==> config.mk <==
export PLATFORM = sky130hd
export DESIGN_NAME = rx_ctrl
export DESIGN_NICKNAME = d
export VERILOG_FILES = /design/src/rtl/rx_ctrl.sv
export SDC_FILE = /design/constraint.sdc
export NUM_CORES = 1
export LEC_CHECK = 0
export CORE_MARGIN = 8
export CORE_UTILIZATION = 37
export DETAILED_ROUTE_END_ITERATION = 10
export SYNTH_ARGS = -nofsm -noshare
export SYNTH_HDL_FRONTEND = slang
export SYNTH_SLANG_ARGS = --single-unit
==> constraint.sdc <==
create_clock -name clk -period 8.5 [get_ports clk]
set_clock_uncertainty 0.15 [all_clocks]
set_input_delay 1.275 -clock clk [delete_from_list [all_inputs] [get_ports clk]]
set_output_delay 1.275 -clock clk [all_outputs]
set_load 0.05 [all_outputs]
==> src/rtl/rx_ctrl.sv <==
// rtl/rx_ctrl.sv - receive-path sequencer: loop reset, acquisition wait, sync gating, payload framing
//
// Purpose: owns recovery-loop reset and the payload window for the receiver.
//   IDLE -> ACQ (loops released, settle wait) -> SEARCH (await sync word)
//   -> DATA (count payload bits) -> GUARD (dead time) -> SEARCH or IDLE.
// Optional feature macro: RX_CTRL_SYNC_TIMEOUT_EN (bounds the SEARCH wait).
//
// Ports:
//   clk, rst_n        clock, asynchronous active-low reset
//   RX_ACQ_CYCLES     loop settle time after signal detect (0 treated as 1)
//   RX_FRAME_BITS     payload bits per frame (0 treated as 1)
//   RX_GUARD_CYCLES   dead time after a frame (0 treated as 1)
//   RX_SYNC_TIMEOUT   sync search limit, 0 = none (only with the macro)
//   SD_flag           signal-present level
//   sync_found        sync word matched, 1-cycle pulse
//   bit_vld           demodulated bit strobe, 1-cycle pulse
//   loop_rst          recovery loops held in reset (level)
//   data_en           payload window (level)
//   frame_start       first cycle of payload window (pulse)
//   frame_end         frame completed (pulse)
//   frame_abort       frame or search abandoned (pulse)
//   state             current state encoding (debug)

module rx_ctrl #(
  parameter int ACQ_WIDTH = 16,
  parameter int LEN_WIDTH = 12
) (
  input  logic                 clk,
  input  logic                 rst_n,
  input  logic [ACQ_WIDTH-1:0] RX_ACQ_CYCLES,
  input  logic [LEN_WIDTH-1:0] RX_FRAME_BITS,
  input  logic [ACQ_WIDTH-1:0] RX_GUARD_CYCLES,
  input  logic [ACQ_WIDTH-1:0] RX_SYNC_TIMEOUT,
  input  logic                 SD_flag,
  input  logic                 sync_found,
  input  logic                 bit_vld,
  output logic                 loop_rst,
  output logic                 data_en,
  output logic                 frame_start,
  output logic                 frame_end,
  output logic                 frame_abort,
  output logic [2:0]           state
);

  typedef enum logic [2:0] {
    S_IDLE   = 3'd0,
    S_ACQ    = 3'd1,
    S_SEARCH = 3'd2,
    S_DATA   = 3'd3,
    S_GUARD  = 3'd4
  } state_t;

  state_t               r_state;
  logic [ACQ_WIDTH-1:0] r_cnt;
  logic [LEN_WIDTH-1:0] r_bits;
  logic                 r_loop_rst;
  logic                 r_data_en;
  logic                 r_frame_start;
  logic                 r_frame_end;
  logic                 r_frame_abort;

  // Incremented values carry one extra bit so the compare can never wrap.
  // Comparing "count+1 >= limit" makes a zero limit behave as one cycle/bit.
  logic [ACQ_WIDTH:0]   w_cnt_inc;
  logic [LEN_WIDTH:0]   w_bits_inc;
  logic                 w_acq_done;
  logic                 w_guard_done;
  logic                 w_last_bit;
  logic                 w_cnt_sat;

  assign w_cnt_inc    = {1'b0, r_cnt} + 1'b1;
  assign w_bits_inc   = {1'b0, r_bits} + 1'b1;
  assign w_acq_done   = (w_cnt_inc >= {1'b0, RX_ACQ_CYCLES});
  assign w_guard_done = (w_cnt_inc >= {1'b0, RX_GUARD_CYCLES});
  assign w_last_bit   = (w_bits_inc >= {1'b0, RX_FRAME_BITS});
  assign w_cnt_sat    = &r_cnt;

`ifdef RX_CTRL_SYNC_TIMEOUT_EN
  logic w_timeout;
  assign w_timeout = (RX_SYNC_TIMEOUT != '0) && (w_cnt_inc >= {1'b0, RX_SYNC_TIMEOUT});
`else
  logic w_unused_timeout;
  assign w_unused_timeout = ^RX_SYNC_TIMEOUT;
`endif

  always_ff @(posedge clk or negedge rst_n) begin
    if (!rst_n) begin
      r_state       <= S_IDLE;
      r_cnt         <= '0;
      r_bits        <= '0;
      r_loop_rst    <= 1'b1;
      r_data_en     <= 1'b0;
      r_frame_start <= 1'b0;
      r_frame_end   <= 1'b0;
      r_frame_abort <= 1'b0;
    end else begin
      r_frame_start <= 1'b0;
      r_frame_end   <= 1'b0;
      r_frame_abort <= 1'b0;
      case (r_state)
        S_IDLE: begin
          r_loop_rst <= 1'b1;
          r_data_en  <= 1'b0;
          if (SD_flag) begin
            r_state    <= S_ACQ;
            r_cnt      <= '0;
            r_loop_rst <= 1'b0;
          end
        end

        S_ACQ: begin
          if (!SD_flag) begin
            r_state    <= S_IDLE;
            r_loop_rst <= 1'b1;
          end else if (w_acq_done) begin
            r_state <= S_SEARCH;
            r_cnt   <= '0;
          end else begin
            r_cnt <= r_cnt + 1'b1;
          end
        end

        S_SEARCH: begin
          // Signal loss outranks a sync hit; a hit outranks the timeout.
          if (!SD_flag) begin
            r_state    <= S_IDLE;
            r_loop_rst <= 1'b1;
          end else if (sync_found) begin
            r_state       <= S_DATA;
            r_bits        <= '0;
            r_data_en     <= 1'b1;
            r_frame_start <= 1'b1;
`ifdef RX_CTRL_SYNC_TIMEOUT_EN
          end else if (w_timeout) begin
            r_state       <= S_IDLE;
            r_loop_rst    <= 1'b1;
            r_frame_abort <= 1'b1;
          end else if (!w_cnt_sat) begin
            r_cnt <= r_cnt + 1'b1;
`endif
          end
        end

        S_DATA: begin
          // The final bit completes the frame even if signal drops with it.
          if (bit_vld && w_last_bit) begin
            r_state     <= S_GUARD;
            r_cnt       <= '0;
            r_data_en   <= 1'b0;
            r_frame_end <= 1'b1;
          end else if (!SD_flag) begin
            r_state       <= S_IDLE;
            r_loop_rst    <= 1'b1;
            r_data_en     <= 1'b0;
            r_frame_abort <= 1'b1;
          end else if (bit_vld) begin
            r_bits <= w_bits_inc[LEN_WIDTH-1:0];
          end
        end

        S_GUARD: begin
          if (w_guard_done) begin
            r_cnt <= '0;
            if (SD_flag) begin
              r_state <= S_SEARCH;
            end else begin
              r_state    <= S_IDLE;
              r_loop_rst <= 1'b1;
            end
          end else if (!w_cnt_sat) begin
            r_cnt <= r_cnt + 1'b1;
          end
        end

        default: begin
          r_state    <= S_IDLE;
          r_loop_rst <= 1'b1;
          r_data_en  <= 1'b0;
        end
      endcase
    end
  end

  assign loop_rst    = r_loop_rst;
  assign data_en     = r_data_en;
  assign frame_start = r_frame_start;
  assign frame_end   = r_frame_end;
  assign frame_abort = r_frame_abort;
  assign state       = r_state;

endmodule
== After elaboration in Yosys (flattened, before gate mapping) ==
Cells that the tools add are included.
Word-level totals
  register bits: 36
  output and inout port bits: 8
Operators by class
  add/subtract/negate cells: 3
  order comparisons: 3
  eq/ne operators: 17
  muxes and demuxes: 40
  bitwise operators: 1
  reduce and logical (&&, ||, !) cells: 12
Operators by type and width (number)
  2-to-1 mux 16 bit: 6
  case mux 16 bit (4 select lines): 1
  2-to-1 mux 12 bit: 5
  >= comparator 17 x 16 -> 1 bit: 2
  2-to-1 mux 3 bit: 8
  case mux 12 bit (2 select lines): 1
  != test 2 bit, second input constant: 9
  adder 16 x 1 -> 17 bit, second input constant: 1
  adder 16 x 1 -> 16 bit, second input constant: 1
  AND reduction 16 bit: 1
  2-to-1 mux 1 bit: 15
  case mux 3 bit (5 select lines): 1
  adder 12 x 1 -> 13 bit, second input constant: 1
  >= comparator 13 x 12 -> 1 bit: 1
  != test 3 bit, second input constant: 4
  AND reduction 5 bit: 2
  == test 3 x 2 -> 1 bit, second input constant: 2
  AND reduction 6 bit: 1
  case mux 1 bit (4 select lines): 1
  AND reduction 4 bit: 1
  nonzero test 4 bit: 1
  OR reduction 2 bit: 2
  == test 3 x 1 -> 1 bit, second input constant: 1
  == test 3 bit, second input constant: 1
  other kinds (7): 7

== Longest topological paths before layout ==
  depth after elaboration: 5
  mapped depth: 15

== Worst setup path before layout ==
Ideal clock, no wire load.
  path kind: in2reg
  from: input RX_FRAME_BITS[1]
  to: register r_bits[0]
  library setup time: 0.128 ns
  arrival: 3.120 ns
  required time: 8.222 ns
  setup slack: 5.102 ns
  stages on the path: 9
  path buffers: 0
  path through: inv_1 -> ha_1 -> o21ai_1 -> a21o_1 -> a2111oi_0 -> o31ai_2 -> or2_1 -> nand2_1 -> mux2_1
On the way
  word-level cells in the longest chain between the ends: 4
Ends and longest elaborated chain
  start, declared: line 31  | input logic [LEN_WIDTH-1:0] RX_FRAME_BITS,
  >= comparator 13 x 12 -> 1 bit: line 75  | assign w_last_bit = (w_bits_inc >= {1'b0, RX_FRAME_BITS});
  logical AND 1 bit: line 146  | if (bit_vld && w_last_bit) begin
  != test 2 bit (no line)
  AND reduction 6 bit (no line)
  end signal, assigned: line 157  | r_bits <= w_bits_inc[LEN_WIDTH-1:0];
  end, declared: line 55  | logic [LEN_WIDTH-1:0] r_bits;
No other way between the ends.
A chain may end at the register's enable or synchronous reset.

== Worst setup path in the final report ==
  from: input RX_FRAME_BITS[2]
  to: register r_bits[0]
The elaborated chain is that of the path after synthesis.

==> metrics <==
outcome completed; WL final 7390 µm; Fillers 812; minimum period implied by the final worst setup slack 4.13 ns; DR pass1 iterations 4; Hold Violations, Final 0; crit path DAT 4.14 ns; Worst Hold Class reg2reg; mean post-synth cell area 8.82 µm²; Power Internal 386 µW; total power 631 µW; VDD IR max 74.8 µV; Comb pwr share 0.410; RSZ-0062 raised after global routing no; clock latency on the worst-skew pair 0.29 ns; Detailed Place HPWL 5990 µm; Die Span Y 108 µm; TritonCTS clock tree yes; CP Cell Sequence clkdlybuf4s50_1 > inv_1 > ha_1 > o21ai_1 > a21o_1 > a2111oi_0 > o31ai_2 > or2_1 > nand2_1 > mux2_1; # IOs 73; post-cts gate resize count 0; Global Route Usage Sum 0.132; global-route wire length before repair 12600 µm; CP Capture Type register; sw frac 0.388; Starting Density 0.380; placed inst area 3770 µm²; Site Rows 33; CTS H-tree lvls 2; die width 108 µm; final period utilization 0.486; worst slack, placed 4.07 ns; Seq/Total Area, Yosys 0.289; Tightest Pin Transition 0.844 ns; DRT antenna net count 0; CP Data Required Time 8.51 ns; Syn. warnings 0; initial antenna violation count 0; EDFF count, synth 0; max frequency 0.242 GHz; CTS max path bufs 2; PD cells 163 nW/µm²; final RePlAce weighted congestion 0.792; total die area 11600 µm²; CTS sink count 36; Post CTS Setup Buffer Count 0; largest net degree at the start of global routing 37; total grt overflow 0; max cap viols 0; post-synth cell types 51; vias 2727; Crit Reg-Reg Startpoint r_bits[0]; Mapped Cells 354; Post-Synthesis Net Count 465; Clk network pwr share 0.239; Critical Path Start Type input port; crit-path max cell delay 0.71 ns; DR WL/cell 14.4 µm; Synth Flop Type dfrtp_1; vias per cell 5.30; clock transition at the registers of the reported paths 0.07 ns; async set-or-reset flop fraction in the synthesized netlist 1.00; min-delay src data_en; net switching power 245 µW; Final Cell Area 3880 µm²; worst setup path class in2reg; Post-CTS Hold Buffers 0; Crit Path Max Fanout 8; ANT cells 0; number of port buffers 56; flop2flop setup slack 4.38 ns; Reg power frac 0.351; cts bufs inserted 5; fin nets 520; CTS Root Buffer Type clkbuf_8; worst setup margin 4.37 ns; Leak 0.00195 µW; core area 8220 µm²; vias in the first global route 2701; Syn-to-layout area delta 24.3%; relative slew slack 0.436; Max stage delay cell, worst path a2111oi_0; DRC viols 0; setup TNS 0 ns; Critical path origin RX_FRAME_BITS[2]; Iteration-0 DRC Markers 75; Mapped Area 3120 µm²; Setup-failing EPs final 0; #FFs+latches synth 36; Util after Layout 0.472; Final Slew Violations 0; layout cells sized above 1 0.0537
## critical path: cells and delay by family
family	cells	cell delay, ns
AND/OR/NAND/NOR	2	0.62
buffers and inverters	2	0.49
AO/OA/AOI/OAI	4	1.13
multiplexers	1	0.36
adder cells (fa/ha/maj)	1	0.27
## cells by family (layout without fill, tap and decap cells)
logic type | count (synthesis) | in the layout | share of synthesized area
flip-flops | 36 | 36 | 0.289
multiplexers | 2 | 2 | 0.00681
AND/OR/NAND/NOR | 104 | 104 | 0.176
XOR/XNOR | 23 | 23 | 0.0645
adder cells (fa/ha/maj) | 46 | 46 | 0.184
AO/OA/AOI/OAI | 85 | 85 | 0.204
buffers and inverters | 58 | 114 | 0.0753
## cells in the final DEF (no fill, tap or decap), types with 2 or more instances in the layout
cell type	netlist	routed
clkdlybuf4s50_1	0	56
inv_1	48	48
ha_1	46	46
dfrtp_1	35	35
nand2_1	27	27
nand3_1	18	18
nor2_1	17	17
a21oi_1	16	16
a22o_1	13	13
xnor2_1	12	12
xor2_1	11	11
nand4_1	11	11
a21o_1	8	8
a32o_1	7	7
o21ai_0	7	7
o21ai_1	5	5
and3_1	5	5
nand2b_1	5	5
clkbuf_8	0	5
o211ai_1	4	4
o31ai_1	4	4
a211oi_1	3	3
o21a_1	3	3
o31ai_2	3	3
nor2b_1	3	3
nor4_1	3	3
o22ai_1	3	3
or3_1	3	3
a2111oi_0	2	2
nor3_1	2	2
and4_1	2	2
## sequential cells by signal (all words and copies together), names as in the netlist
| name | flops |
|---|---|
| r_cnt | 16 |
| frame_end | 1 |
| r_bits | 12 |
| state | 3 |
| frame_abort | 1 |
| loop_rst | 1 |
| data_en | 1 |
| frame_start | 1 |
## synth_stat cells (4+ instances only)
master / n / area (µm²)
nand2b_1: 5 / 31.3
nand2_1: 27 / 101
o31ai_1: 4 / 30.0
ha_1: 46 / 576
a21oi_1: 16 / 80.1
o211ai_1: 4 / 30.0
a32o_1: 7 / 70.1
dfrtp_1: 35 / 876
o21ai_1: 5 / 25.0
nor2_1: 17 / 63.8
nand4_1: 11 / 68.8
nand3_1: 18 / 90.1
a22o_1: 13 / 114
xnor2_1: 12 / 105
buf_2: 5 / 25.0
a21o_1: 8 / 60.1
o21ai_0: 7 / 35.0
inv_1: 48 / 180
and3_1: 5 / 31.3
xor2_1: 11 / 96.3
## metal layers
metal | wire length, µm | GRT usage | vias to the layer above
met3 | 366 | 0.0347 | 2
met1 | 3510 | 0.164 | 1293
met2 | 3490 | 0.226 | 53
met5 | 0 | 0 | -
li1 | - | - | 1379
met4 | 25 | 0.0238 | 0
## through the flow
step                instances  hold WS, ns
CTS                       515        0.381
finish                    515        0.375
global placement          507        0.370
global route              515        0.417
detailed placement        507        0.365
floorplan                 354        0.345
## final cells by class
class	instances	area, µm²	area share
clock inverters	3	42.5	0.0110
flip-flops and latches	36	902	0.232
repair buffers	57	568	0.146
clock buffers	5	68.8	0.0177
well taps	105	131	0.0338
multi-input cells	260	1980	0.511
inverters	49	184	0.0474
## power by group through the flow
stage,sequential (µW),combinational (µW),clock [µW]
floorplan,241,161,0
global route,226,285,162
finish,221,259,151
CTS,221,261,155
detailed placement,225,260,0
global placement,223,256,0
## final timing paths
check,end,depth (start not counted)
setup / recovery,r_bits[0],10
hold / removal,data_en,2
setup reg to reg,r_bits[0],12
hold reg to reg,data_en,2
max in group asynchronous,loop_rst,2
min in group asynchronous,state[0],2
Note: power is estimated with default switching activity, not from simulation.
